[config.mk]
export PLATFORM = sky130hd
export DESIGN_NAME = stress_threshold_cmp
export DESIGN_NICKNAME = d
export VERILOG_FILES = /design/src/rtl/stress_pkg.sv /design/src/rtl/stress_channel.sv /design/src/rtl/stress_threshold_cmp.sv
export SDC_FILE = /design/constraint.sdc
export NUM_CORES = 1
export LEC_CHECK = 0
export ABC_CLOCK_PERIOD_IN_PS = 1800
export BUFFER_PORTS_ARGS = -buffer_cell sky130_fd_sc_hd__buf_2
export CORE_MARGIN = 2
export CORE_UTILIZATION = 51
export DETAILED_ROUTE_END_ITERATION = 8
export HOLD_SLACK_MARGIN = 0.03
export PLACE_DENSITY_LB_ADDON = 0.15
export SLEW_MARGIN = 30
export SYNTH_ARGS = -nofsm -noshare
export SYNTH_HDL_FRONTEND = slang
export SYNTH_HIERARCHICAL = 1
export SYNTH_SLANG_ARGS = --single-unit
[constraint.sdc]
create_clock -name clk -period 1.8 [get_ports clk]
set_clock_uncertainty 0.15 [all_clocks]
set_input_delay 0.09 -clock clk [delete_from_list [all_inputs] [get_ports clk]]
set_output_delay 0.09 -clock clk [all_outputs]
set_load 0.03 [all_outputs]
[src/rtl/stress_pkg.sv]
// Shared types and default constants for the stress threshold comparator.
package stress_pkg;

    // Per-channel state of the hysteresis FSM.
    typedef enum logic {
        CALM     = 1'b0,
        STRESSED = 1'b1
    } state_t;

    localparam int DEF_WIDTH    = 8;
    localparam int DEF_CHANNELS = 4;
    localparam int DEF_HOLD     = 3;

    // Channel index width; a single-channel build still needs one select bit.
    function automatic int ch_width(input int n);
        return (n > 1) ? $clog2(n) : 1;
    endfunction

endpackage

[src/rtl/stress_channel.sv]
// One sensor channel: CALM/STRESSED FSM with a consecutive-sample hold counter.
module stress_channel
    import stress_pkg::*;
#(
    parameter int HOLD = DEF_HOLD
) (
    input  logic clk,
    input  logic rst,
    input  logic clear,
    input  logic en,
    input  logic high,
    input  logic low,
    output logic stressed,
    output logic flip
);

    localparam int CW = $clog2(HOLD + 1);
    localparam logic [CW-1:0] LAST = CW'(HOLD - 1);

    state_t        state;
    logic [CW-1:0] cnt;
    logic          qual;

    // Decide whether this sample qualifies and whether it completes the hold run.
    always_comb begin
        // NOTE: every always_comb output gets a default first so no path can infer a latch.
        qual = 1'b0;
        flip = 1'b0;
        if (state == CALM) begin
            qual = high;
        end else begin
            qual = low;
        end
        flip = en && qual && (cnt == LAST);
    end

    // State and counter update; only a sample addressed to this channel moves it.
    always_ff @(posedge clk or posedge rst) begin
        // NOTE: state registers use non-blocking assignments so every flop samples pre-edge values.
        if (rst) begin
            state <= CALM;
            cnt   <= '0;
        end else if (clear) begin
            state <= CALM;
            cnt   <= '0;
        end else if (en) begin
            if (flip) begin
                state <= (state == CALM) ? STRESSED : CALM;
                cnt   <= '0;
            end else if (qual) begin
                cnt <= cnt + 1'b1;
            end else begin
                cnt <= '0;
            end
        end
    end

    assign stressed = (state == STRESSED);

endmodule

[src/rtl/stress_threshold_cmp.sv]
// Multi-channel stress comparator with entry/exit thresholds and hold filtering.
module stress_threshold_cmp
    import stress_pkg::*;
#(
    parameter int WIDTH    = DEF_WIDTH,
    parameter int CHANNELS = DEF_CHANNELS,
    parameter int HOLD     = DEF_HOLD
) (
    input  logic                          clk,
    input  logic                          rst,
    input  logic                          clear,
    input  logic                          sample_valid,
    input  logic [WIDTH-1:0]              sample,
    input  logic [ch_width(CHANNELS)-1:0] sample_ch,
    input  logic [WIDTH-1:0]              thr_hi,
    input  logic [WIDTH-1:0]              thr_lo,
    output logic [CHANNELS-1:0]           stressed,
    output logic                          any_stressed,
    output logic                          out_valid,
    output logic [ch_width(CHANNELS)-1:0] out_ch,
    output logic                          changed
);

    localparam int CHW = ch_width(CHANNELS);

    logic                in_range;
    logic                accept;
    logic                high;
    logic                low;
    logic [CHANNELS-1:0] flip;

    // Out-of-range channel indices are dropped; clear wins over a simultaneous sample.
    assign in_range = ({1'b0, sample_ch} < (CHW + 1)'(CHANNELS));
    assign accept   = sample_valid && !clear && in_range;
    assign high     = (sample > thr_hi);
    assign low      = (sample < thr_lo);

    for (genvar i = 0; i < CHANNELS; i++) begin : g_ch
        stress_channel #(
            .HOLD(HOLD)
        ) u_ch (
            .clk     (clk),
            .rst     (rst),
            .clear   (clear),
            .en      (accept && (sample_ch == CHW'(i))),
            .high    (high),
            .low     (low),
            .stressed(stressed[i]),
            .flip    (flip[i])
        );
    end

    assign any_stressed = |stressed;

    // Report each accepted sample one cycle later, flagged if it flipped its channel.
    always_ff @(posedge clk or posedge rst) begin
        if (rst) begin
            out_valid <= 1'b0;
            out_ch    <= '0;
            changed   <= 1'b0;
        end else begin
            out_valid <= accept;
            changed   <= accept && (|flip);
            if (accept) begin
                out_ch <= sample_ch;
            end
        end
    end

endmodule
After elaboration in Yosys (flattened, before gate mapping)
Index checks and enable logic that the tools add are counted.
{ "totals": {"rom_bits": 0, "n_memories": 0, "latch_bits": 0, "out_inout_bits": 9, "mem_bits_rw": 0, "input_bits": 30, "ff_bits": 16, "word_cells": 90} }
{ "op_classes": {"bitwise_logic": 0, "multipliers": 0, "n_mux": 36, "add_sub_neg": 4, "shift": 0, "n_eq_ne": 7, "div_mod_pow": 0, "reduce_logical": 30, "magnitude_cmp": 2} }
{ "op_table": {"columns": ["op", "count"], "rows": [
  ["2-bit two-way mux", 16],
  ["1-bit two-way mux", 20],
  ["2-bit nonzero test", 8],
  ["1-bit logical AND", 14],
  ["2-bit equality test, second input constant", 6],
  ["2-bit by 1-bit adder with 2-bit output, second input constant", 4],
  ["8-bit greater-than comparator", 1],
  ["8-bit less-than comparator", 1],
  ["2-bit AND reduction", 4],
  ["4-bit OR reduction", 2],
  ["2-bit by 1-bit equality test with 1-bit output, second input constant", 1],
  ["2-bit logical NOT", 1],
  ["1-bit logical NOT", 1]
]} }

Longest topological paths before layout
{ "logic_depth": {"word_depth": 8, "depth_mapped": 10, "depth_no_buf": 10} }

Modules after synthesis
The synthesis kept the hierarchy.
{ "modules_own_cells": {"columns": ["module", "cells_per_inst", "n_inst", "area_each_um2"], "rows": [
  ["stress_channel", 18, 4, 182.7],
  ["stress_threshold_cmp", 69, 1, 551.8]
]} }

Worst setup path after synthesis
No wires, ideal clock.
{ "synth_timing": {"path_kind": "input -> register", "start": "in thr_hi[1]", "end": "reg changed", "path_stages": 10, "t_arrival_ps": 1538, "path_slack_ps": -13, "required_time_ps": 1525, "path_cell_list": "inv_1 ha_1 nor2b_1 o211ai_1 a21oi_1 o22a_1 mux2i_1 nor2_1 nor4_1 nor2_1"} }
{ "synth_via": {"elab_chain_cells": 6, "word_cells_on_any_way": 15, "classes_between": "order compare: 1; mux: 4; reduce/logical: 10"} }
{ "synth_rtl": {"columns": ["item", "line", "text"], "rows": [
  ["start, declared", "stress_threshold_cmp.sv:15", "input logic [WIDTH-1:0] thr_hi,"],
  ["8-bit greater-than comparator", "stress_threshold_cmp.sv:35", "assign high = (sample > thr_hi);"],
  ["via high", "stress_threshold_cmp.sv:28", "logic high;"],
  ["1-bit two-way mux", "stress_channel.sv:29", "if (state == CALM) begin"],
  ["1-bit logical AND (2 in a row)", "stress_channel.sv:34", "flip = en && qual && (cnt == LAST);"],
  ["via flip[1]", "stress_threshold_cmp.sv:30", "logic [CHANNELS-1:0] flip;"],
  ["4-bit OR reduction", "stress_threshold_cmp.sv:63", "changed <= accept && (|flip);"],
  ["1-bit logical AND", "stress_threshold_cmp.sv:63", null],
  ["end signal, assigned", "stress_threshold_cmp.sv:63", null],
  ["end, declared", "stress_threshold_cmp.sv:21", "output logic changed"]
]} }
The timed path passes the listed nets, and every way through them passes these cells.
A chain may end at the register's enable or synchronous reset.

Final worst setup path
Ends and elaborated chain as after synthesis.

==> reports/qor.yml <==
outcome: "finished, final reports clean"
yosys_warnings: 6
crit_top_cell: "nor2_1"
setup_slack_ps: 7.206
gp_congestion: 0.7421
synthTopCellsByArea: "dfrtp_1 (31%), ha_1 (19%), inv_1 (8.5%)"
cellPowerDensity_nw_per_um2: 499.7
port_buffers: 38
antenna_found_initial: 0
nets: 261
ys_ff_latch: 16
dieArea_sq_um: 2932
synth-edff-count: 0
crit_chain: "buf_2 > inv_2 > ha_4 > nor2b_4 > o211ai_1 > a21oi_1 > o22a_2 > mux2i_2 > nor2_1 > nor4_2 > nor2_1"
fin_cells: 241
grt_pass1_vias: 1253
end_kind: "flop"
peakVddDrop_mv: 0.5337
crit_slowest_cell: "nor4_2"
power_w: 0.0009304
core_area_sq_um: 2432
die_h_um: 54.15
vias_per_cell: 5.552
clkTransAtPathRegs_ps: 100
synthesis.area_sq_um: 1282
relSlewSlack_pct: 77.28
cp_max_fo: 8
numCtsBuffers: 3
num_io_pins: 39
drt_wl_total_um: 3434
finalHoldViolCount: 0
place_hpwl_um: 2400
rows: 18
area_delta_synth_final_pct: 45.17
die_width_um: 54.15
grt_overflow: 0
n_antenna_cell: 0
first_pass_iters: 4
min_period_ps: 1793
placedCellCount: 225
ant_nets: 0
grt_util_all_layers_pct: 23.53
crit_path_max_incr_delay_ps: 320
yosysSeqAreaShare_pct: 31.22
synthFlopType: "dfrtp_1"
critPathKind: "in2reg"
hold_class: "in2reg"
synth_nets: 190
yosys-top-cells-count: "inv_1 (29), ha_1 (19), dfrtp_1 (16), nand2_1 (11)"
max_cap_viol_count: 0
vias: 1338
drv_slew: 0
cts_root_buf: "clkbuf_4"
insertion_delay_ps: 280
yosysTopAreaCell: "dfrtp_1"
grt_max_degree: 25
start_kind: "input port"
post_dp_cell_area_sq_um: 1630
tightest_slew_ps: 339.0
yosysUniqueCellTypes: 28
synth_top_cell_area_share_pct: 31.22
fmax_mhz: 557.8
clock-sinks: 16
setup_viol: 0
stdcell_area_sq_um: 1862
layout-drive-gt1-share_pct: 39.34
post-route-drc-count: 0
synth_cells: 141
p_leak_nw: 0.9635
yosysMostFrequentCell: "inv_1"
wl_per_cell_um: 14.25
cts.path.max_buffers: 2
async_flop_share_pct: 100.0
grt_pass1_wl_um: 5071
start_util_pct: 52.73
drt_iter0_markers: 28
syn_area_per_cell_sq_um: 9.096
cts_max_level: 1
min_period_over_period_pct: 99.60
cp.arrival_ps: 1810
hold_slack_ps: 48.84
post-place-ws_ps: -327.1
crit_required_ps: 1820
cts_tree: "yes"
worst max-delay path: cells and delay by family:
kind	cells	cell delay, ps
buffers and inverters	2	160
multiplexers	1	190
AO/OA/AOI/OAI	3	560
AND/OR/NAND/NOR	4	610
adder cells (fa/ha/maj)	1	200
where the power goes:
group	leakage (nW)	internal [W]	total (W)	switching [W]
Sequential	0.219	0.000368	0.000372	0.00000423
Combinational	0.724	0.000167	0.000320	0.000152
Clock	0.0210	0.000123	0.000239	0.000116
Total	0.964	0.000658	0.000930	0.000272
cells in the final DEF, fill, tap and decap left out, types with 2 or more instances in the layout:
| master | n |
|---|---|
| inv_2 | 2 |
| buf_2 | 37 |
| nand4_1 | 2 |
| dfrtp_1 | 16 |
| dlygate4sd3_1 | 6 |
| o22ai_1 | 4 |
| buf_4 | 21 |
| clkbuf_4 | 3 |
| nand2_1 | 11 |
| inv_1 | 27 |
| a21o_1 | 2 |
| ha_1 | 17 |
| mux2i_2 | 2 |
| nor2_1 | 6 |
| ha_4 | 2 |
| nand4b_1 | 4 |
| or4b_1 | 8 |
| buf_6 | 2 |
| o32ai_1 | 7 |
| o211ai_1 | 2 |
| and3_2 | 4 |
| a21oi_1 | 5 |
| nand2b_1 | 5 |
sequential cells by signal (all words and copies together), names as in the netlist:
register,cells
g_ch.u_ch/stressed,4
out_valid,1
out_ch,2
changed,1
g_ch.u_ch/cnt,8
cells by family after synthesis:
logic type | after synthesis | synth area share, %
flip-flops | 16 | 31.22
AND/OR/NAND/NOR | 47 | 23.81
multiplexers | 4 | 3.122
adder cells (fa/ha/maj) | 19 | 18.54
buffers and inverters | 29 | 8.487
AO/OA/AOI/OAI | 26 | 14.83
path summary, 6_finish.rpt:
kind	startpoint	endpoint	slack, ps	cells after the start
worst min register to register	out_ch[1]$_DFFE_PP0P_	out_ch[1]$_DFFE_PP0P_	350	2
worst max-delay path	thr_hi[1]	changed$_DFF_PP0_	7	11
max in group asynchronous	rst	out_ch[1]$_DFFE_PP0P_	1220	3
worst min-delay path	sample_valid	out_ch[1]$_DFFE_PP0P_	50	4
worst max register to register	g_ch[0].u_ch/cnt[0]$_DFFE_PP0P_	g_ch[0].u_ch/cnt[1]$_DFFE_PP0P_	230	4
min in group asynchronous	rst	g_ch[1].u_ch/stressed$_DFFE_PP0P_	120	3
cell type report:
| cell class | instances | area, sq um |
|---|---|---|
| inverter | 29 | 108.9 |
| timing repair buffer | 66 | 425.4 |
| sequential | 16 | 400.4 |
| multi-input combinational | 96 | 853.3 |
| clock buffer | 4 | 36.28 |
| fill | 166 | 570.5 |
| tap | 30 | 37.54 |
per-layer routing:
| metal | global-route usage [%] | vias to the layer above | wire length [um] |
|---|---|---|---|
| met2 | 45.38 | 54 | 1844 |
| li1 | - | 654 | - |
| met4 | 6.667 | 0 | 42 |
| met1 | 25.86 | 624 | 1335 |
| met5 | 0 | - | 0 |
| met3 | 3.889 | 6 | 212 |
stage by stage:
stage	utilization, %	TNS (ps)
detailed placement	67.03	-1059
CTS	71.66	0
global placement	67.03	-325.7
floorplan	-	0
finish	76.54	0
global route	76.54	-69.48
what timing repair did:
item | CTS | global route
hold buffers | 6 | 0
pin swaps | 0 | 12
endpoints found under the hold margin | 19 | 0
setup buffers | 2 | 4
endpoints found under the setup margin | 1 | 3
resized for setup | 1 | 17
No activity file was read; power rests on OpenSTA's default activity.
